$ cat src/rtl/dff_bist_pkg.sv
// Shared types and constants for the flip-flop BIST checker.
package dff_bist_pkg;

  localparam int LFSR_W = 8;

  // Feedback taps: bits 0, 2, 3 and 4 of the Fibonacci register.
  localparam logic [LFSR_W-1:0] LFSR_TAPS = 8'b0001_1101;

  localparam logic [LFSR_W-1:0] DEFAULT_SEED = 8'h01;

  typedef enum logic [1:0] {
    ST_IDLE  = 2'd0,
    ST_RUN   = 2'd1,
    ST_DRAIN = 2'd2,
    ST_DONE  = 2'd3
  } state_t;

  // An all-zero seed would lock the LFSR, so it is replaced by the default.
  function automatic logic [LFSR_W-1:0] seed_fix(input logic [LFSR_W-1:0] s);
    return (s == '0) ? DEFAULT_SEED : s;
  endfunction

endpackage

$ cat src/rtl/bist_lfsr.sv
// 8-bit Fibonacci LFSR stimulus source with load, enable and zero-seed substitution.
module bist_lfsr
  import dff_bist_pkg::*;
(
  input  logic              clk,
  input  logic              rst,
  input  logic              load,
  input  logic              en,
  input  logic [LFSR_W-1:0] seed,
  output logic              bit_out
);

  logic [LFSR_W-1:0] lfsr;

  // Load on run start, otherwise shift right with parity feedback into the MSB.
  always_ff @(posedge clk or posedge rst) begin
    if (rst) begin
      lfsr <= DEFAULT_SEED;
    end else if (load) begin
      lfsr <= seed_fix(seed);
    end else if (en) begin
      lfsr <= {^(lfsr & LFSR_TAPS), lfsr[LFSR_W-1:1]};
    end
  end

  assign bit_out = lfsr[0];

endmodule

$ cat config.mk
export PLATFORM = sky130hd
export DESIGN_NAME = bist_lfsr
export DESIGN_NICKNAME = d
export VERILOG_FILES = /design/src/rtl/dff_bist_pkg.sv /design/src/rtl/bist_lfsr.sv
export SDC_FILE = /design/constraint.sdc
export NUM_CORES = 1
export LEC_CHECK = 0
export BUFFER_PORTS_ARGS = -buffer_cell sky130_fd_sc_hd__buf_4
export CORE_MARGIN = 3
export CORE_UTILIZATION = 30
export CTS_BUF_LIST = sky130_fd_sc_hd__clkbuf_8 sky130_fd_sc_hd__clkbuf_16
export DETAILED_ROUTE_END_ITERATION = 8
export HOLD_SLACK_MARGIN = 0.15
export MAX_ROUTING_LAYER = met4
export PLACE_DENSITY = 0.6
export SLEW_MARGIN = 5
export SYNTH_ARGS = -nofsm -noshare
export SYNTH_HDL_FRONTEND = slang
export SYNTH_SLANG_ARGS = --single-unit
$ cat constraint.sdc
create_clock -name clk -period 2.1 [get_ports clk]
set_clock_uncertainty 0.05 [all_clocks]
set_input_delay 0 -clock clk [delete_from_list [all_inputs] [get_ports clk]]
set_output_delay 0 -clock clk [all_outputs]
set_load 0.01 [all_outputs]
==> After elaboration in Yosys (flattened, before gate mapping) <==
Cells that the tools add are included.
{ "word_totals": {"n_memories": 0, "ff_bits": 8, "mem_bits_rw": 0, "rom_bits": 0, "latchBits": 0} }
{ "classes": {"mux": 3, "n_eq_ne": 0, "reduce_logical": 3, "magnitude_cmp": 0, "shifts": 0, "multipliers": 0, "n_addsub": 0, "bitwise": 0, "div_mod_pow": 0} }
{ "op_table": {"columns": ["operator", "count"], "rows": [
  ["$mux W8", 3],
  ["$logic_not A8 Y1", 1],
  ["$reduce_xor A8 Y1", 1],
  ["$reduce_bool A2 Y1", 1]
]} }

==> Logic depth before layout (Yosys ltp) <==
{ "depth": {"depth_word": 3, "ltp_mapped": 4, "mapped_depth_nobuf": 3} }

==> Worst setup path after synthesis <==
Ideal clock, no wire load.
{ "synth_timing": {"path_type": "flip-flop to flip-flop", "start": "register lfsr[0]", "end": "register lfsr[7]", "n_path_buf": 0, "path_slack_ns": 1.016, "path_stages_with_launch": 4, "setup_ns": 0.124, "period_less_slack_ns": 1.084, "arrival_time_ns": 0.910, "path_cell_list": "dfstp_2 > xor2_1 > xnor2_1 > o21ai_1"} }
{ "synth_via": {"elab_chain_len": 3} }
{ "synth_rtl": {"columns": ["item", "line", "source"], "rows": [
  ["from (decl)", "bist_lfsr.sv:13", "logic [LFSR_W-1:0] lfsr;"],
  ["from (signal assigned)", "bist_lfsr.sv:20", "lfsr <= seed_fix(seed);"],
  ["from (signal assigned)", "bist_lfsr.sv:22", "lfsr <= {^(lfsr & LFSR_TAPS), lfsr[LFSR_W-1:1]};"],
  ["$reduce_xor A8 Y1", "bist_lfsr.sv:22", null],
  ["$mux W8", "bist_lfsr.sv:21", "end else if (en) begin"],
  ["$mux W8", "bist_lfsr.sv:19", "end else if (load) begin"]
]} }
No other way between the ends. The select of a mux whose other input is x is not followed.
A chain may end at the register's enable or synchronous reset.

==> Worst setup path after layout <==
{ "layout_timing": {"start": "input port load", "end": "register lfsr[5]"} }
{ "layout_via": {"elab_chain_len": 1} }
{ "layout_rtl": {"columns": ["item", "line", "source"], "rows": [
  ["from (decl)", "bist_lfsr.sv:7", "input logic load,"],
  ["$mux W8 / $reduce_bool A2 Y1 (equally long branches)", null, null]
]} }
Several ways; a longest one is shown, not always the timed one.

==> results.md <==
- Relative slew slack: 77.4%
- Portion of the clock cycle consumed by the worst path in the final layout: 93.6%
- Crit path max-delay family: buffers and inverters
- Buffers on Ports: 12
- Mapped Avg Cell Area: 9.81 um2
- Overflow left after global routing: 0
- Clock sink count: 8
- Register area share after synthesis: 47.8%
- Relative area change from synthesis to final layout: 89.9%
- Worst Path Arrival: 2.03 ns
- Synth area leaders: dfrtp_1, mux2i_1, o21ai_0, dfstp_2, nand2_1
- Post-synth net total: 55
- Switching pwr: 124 uW
- Vias: 461
- Pre-antenna DRT Iters: 4
- Net count, final: 93
- Data required time at the worst endpoint: 2.16 ns
- Fmax: 509 MHz
- Cells after Synth: 43
- Registers with the most flip-flops: lfsr (8)
- Per-cell routed wire length: 13.1 um
- Setup crit start kind: input pin
- Die Height: 43.5 um
- Most numerous cell in the Yosys netlist: dfrtp_1
- Detailed-route vias per instance: 4.90
- Setup WS post-layout: 0.134 ns
- Series of cell instances along the critical path: dlygate4sd3_1 -> buf_4 -> nand2_1 -> dlygate4sd3_1 -> o21ai_0 -> dlygate4sd3_1
- Tot GR Track Use: 15.9%
- Master cell of the clock root buffer: clkbuf_8
- Vias in the first global route: 536
- DRC violation count after routing: 0
- Antenna Nets Post-Route: 0
- Level count of the clock H-tree: 1
- Combinational Power Share: 24.7%
- Mapped cell area: 422 um2
- Clock insertion delay at the later pin of the skew report: 0.23 ns
- Longest Clk Path Bufs: 2
- Flip-flop and latch count after synthesis: 8
- Total power divided by cell area: 631 nW/um2
- Top reg by flops: lfsr
- Minimum clock period after layout: 1.97 ns
- Worst VDD drop: 0.363 mV
- Number of buffers and inverters on the critical path: 4
- Gpl congestion: 0.661
- Core utilization of the finished layout: 65.8%
- Final Slew Violations: 0
- Class of the tightest hold or removal check: input pin to async pin
- Top cell types by occurrence after synthesis: dfrtp_1, mux2i_1, nand2_1, o21ai_0, a21oi_1
- Post-Route Hold Slack: 0.216 ns
- Critical Path Most Common Cell: dlygate4sd3_1
- Total CTS buffers: 3
- Number of maximum-capacitance constraint violations: 0
- WL final: 1.24 mm
- Pin count of the biggest net entering global routing: 18
- Warnings, synthesis: 0
- Run status: completed
- Floorplan core area: 1220 um2
- Initial DRC Count: 3
- Clock slew seen by the registers of the worst setup and hold paths: 0.05 ns
- Internal Dissipation: 381 uW
- Number of distinct library cell variants in the gate-level netlist after synthesis: 18
- Final Hold Vio Count: 0
- Area share of the largest cell type after synthesis: 41.5%
- Worst path slowest cell: dlygate4sd3_1
- Initial antenna violation count: 0
- Half-perimeter wire length of the detailed placement result: 626 um
- Worst slack after detailed placement: 1.02 ns
- Actual transition at the worst max-transition pin: 0.335 ns
- Main synth FF type: dfrtp_1
- Wire length of the first global-routing pass: 2.16 mm
- Largest stage delay, worst path: 0.57 ns
- Crit path max fanout: 17
- Switching power as a share of total power: 24.6%
- Die Area: 1890 um2
- Die width: 43.5 um
- Sequential fraction of design power: 37.1%
- Share of post-route cells with drive strength above 1: 21.3%
- Cell Rows: 12
- Final total negative setup slack: 0 ns
- Number of synthesized flops with an enable pin: 0
- Setup Viol. Count Final: 0
- Post-route total power: 506 uW
- Initial core utilization: 34.7%
- Number of flip-flops under the largest register name: 8
- Leakage power of the design: 0.000363 uW
- Kind of critical path: input pin to flop
- Async set-reset flop share out of synthesis: 100%
- Clock tree from TritonCTS: yes
- I/O Pins: 13
- Proportion of power drawn by the clock network: 38.2%
- Largest area contributor in the netlist: dfrtp_1
- Count of antenna diodes in the layout: 0
- Setup repair after global routing missed its margin: no
- Crit path capture type: flop
-- power by group through the flow --
stage          combinational [uW]  clock (uW)  sequential, uW
2_1_floorplan                48.7           0             186
3_3_place_gp                 73.7           0             188
3_5_place_dp                 74.6           0             188
4_1_cts                       124         192             186
5_1_grt                       139         207             190
6_report                      125         193             188
-- cell type report --
type	instances	area, um2
Fill cell	99	415
Timing Repair Buffer	36	330
Multi-Input combinational cell	31	203
Sequential cell	8	201
Clock buffer	3	41.3
Tap cell	14	17.5
Clock inverter	1	3.75
Inverter	1	3.75
-- stage by stage --
step	instance area [um2]	cells
6_report	801	94
5_1_grt	801	94
3_5_place_dp	510	66
2_1_floorplan	422	43
4_1_cts	796	94
3_3_place_gp	510	66
-- metal layers --
layer  GRT usage [%]  part of all wire [%]
met4            9.04                   1.4
met2            27.7                    52
met5               -                     0
met3            1.66                   3.6
met1            17.4                    43
-- layout by cell type, fill, tap and decap left out --
cell type      netlist  layout
a211oi_1             1       1
a21oi_1              3       3
buf_4                2      12
clkbuf_8             0       3
dfrtp_1              7       7
dfstp_2              1       1
dlygate4sd3_1        0      24
inv_1                1       2
mux2i_1              6       6
nand2_1              6       6
nand2b_1             1       1
nor2b_1              1       1
nor3_1               1       1
nor3b_2              0       1
nor4_1               1       1
o21ai_0              6       6
o21ai_1              1       1
xnor2_1              1       1
xor2_1               2       2
-- cells by family after synthesis --
kind of cell	share of synthesized area (%)
xor+xnor	6.23
flops	47.8
compound gates	13.6
buf+inv	5.34
simple gates	12.8
mux	14.2
-- path summary, 6_finish.rpt --
path / slack [ns] / endpoint / startpoint / cells past startpoint
worst max register to register: 0.53 / lfsr[0] / lfsr[0] / 4
worst min-delay path: 0.22 / lfsr[5] / rst / 3
worst min register to register: 0.67 / lfsr[7] / lfsr[4] / 3
max in group asynchronous: 1.50 / lfsr[0] / rst / 3
worst max-delay path: 0.13 / lfsr[5] / load / 6
min in group clk: 0.58 / lfsr[0] / seed[0] / 4
-- timing repair --
action | CTS | global route
hold buffers | 24 | 1
setup endpoints to repair | 0 | 1
setup buffers | 0 | 0
resized for setup | 0 | 1
hold endpoints to repair | 16 | 1
-- worst reg2reg max path: stages (launching register included) --
cell           delay (ns)
dfstp_2              0.55
nor2b_1              0.14
a211oi_1             0.06
a21oi_1              0.12
dlygate4sd3_1        0.58
Note: power is estimated with default switching activity, not from simulation.
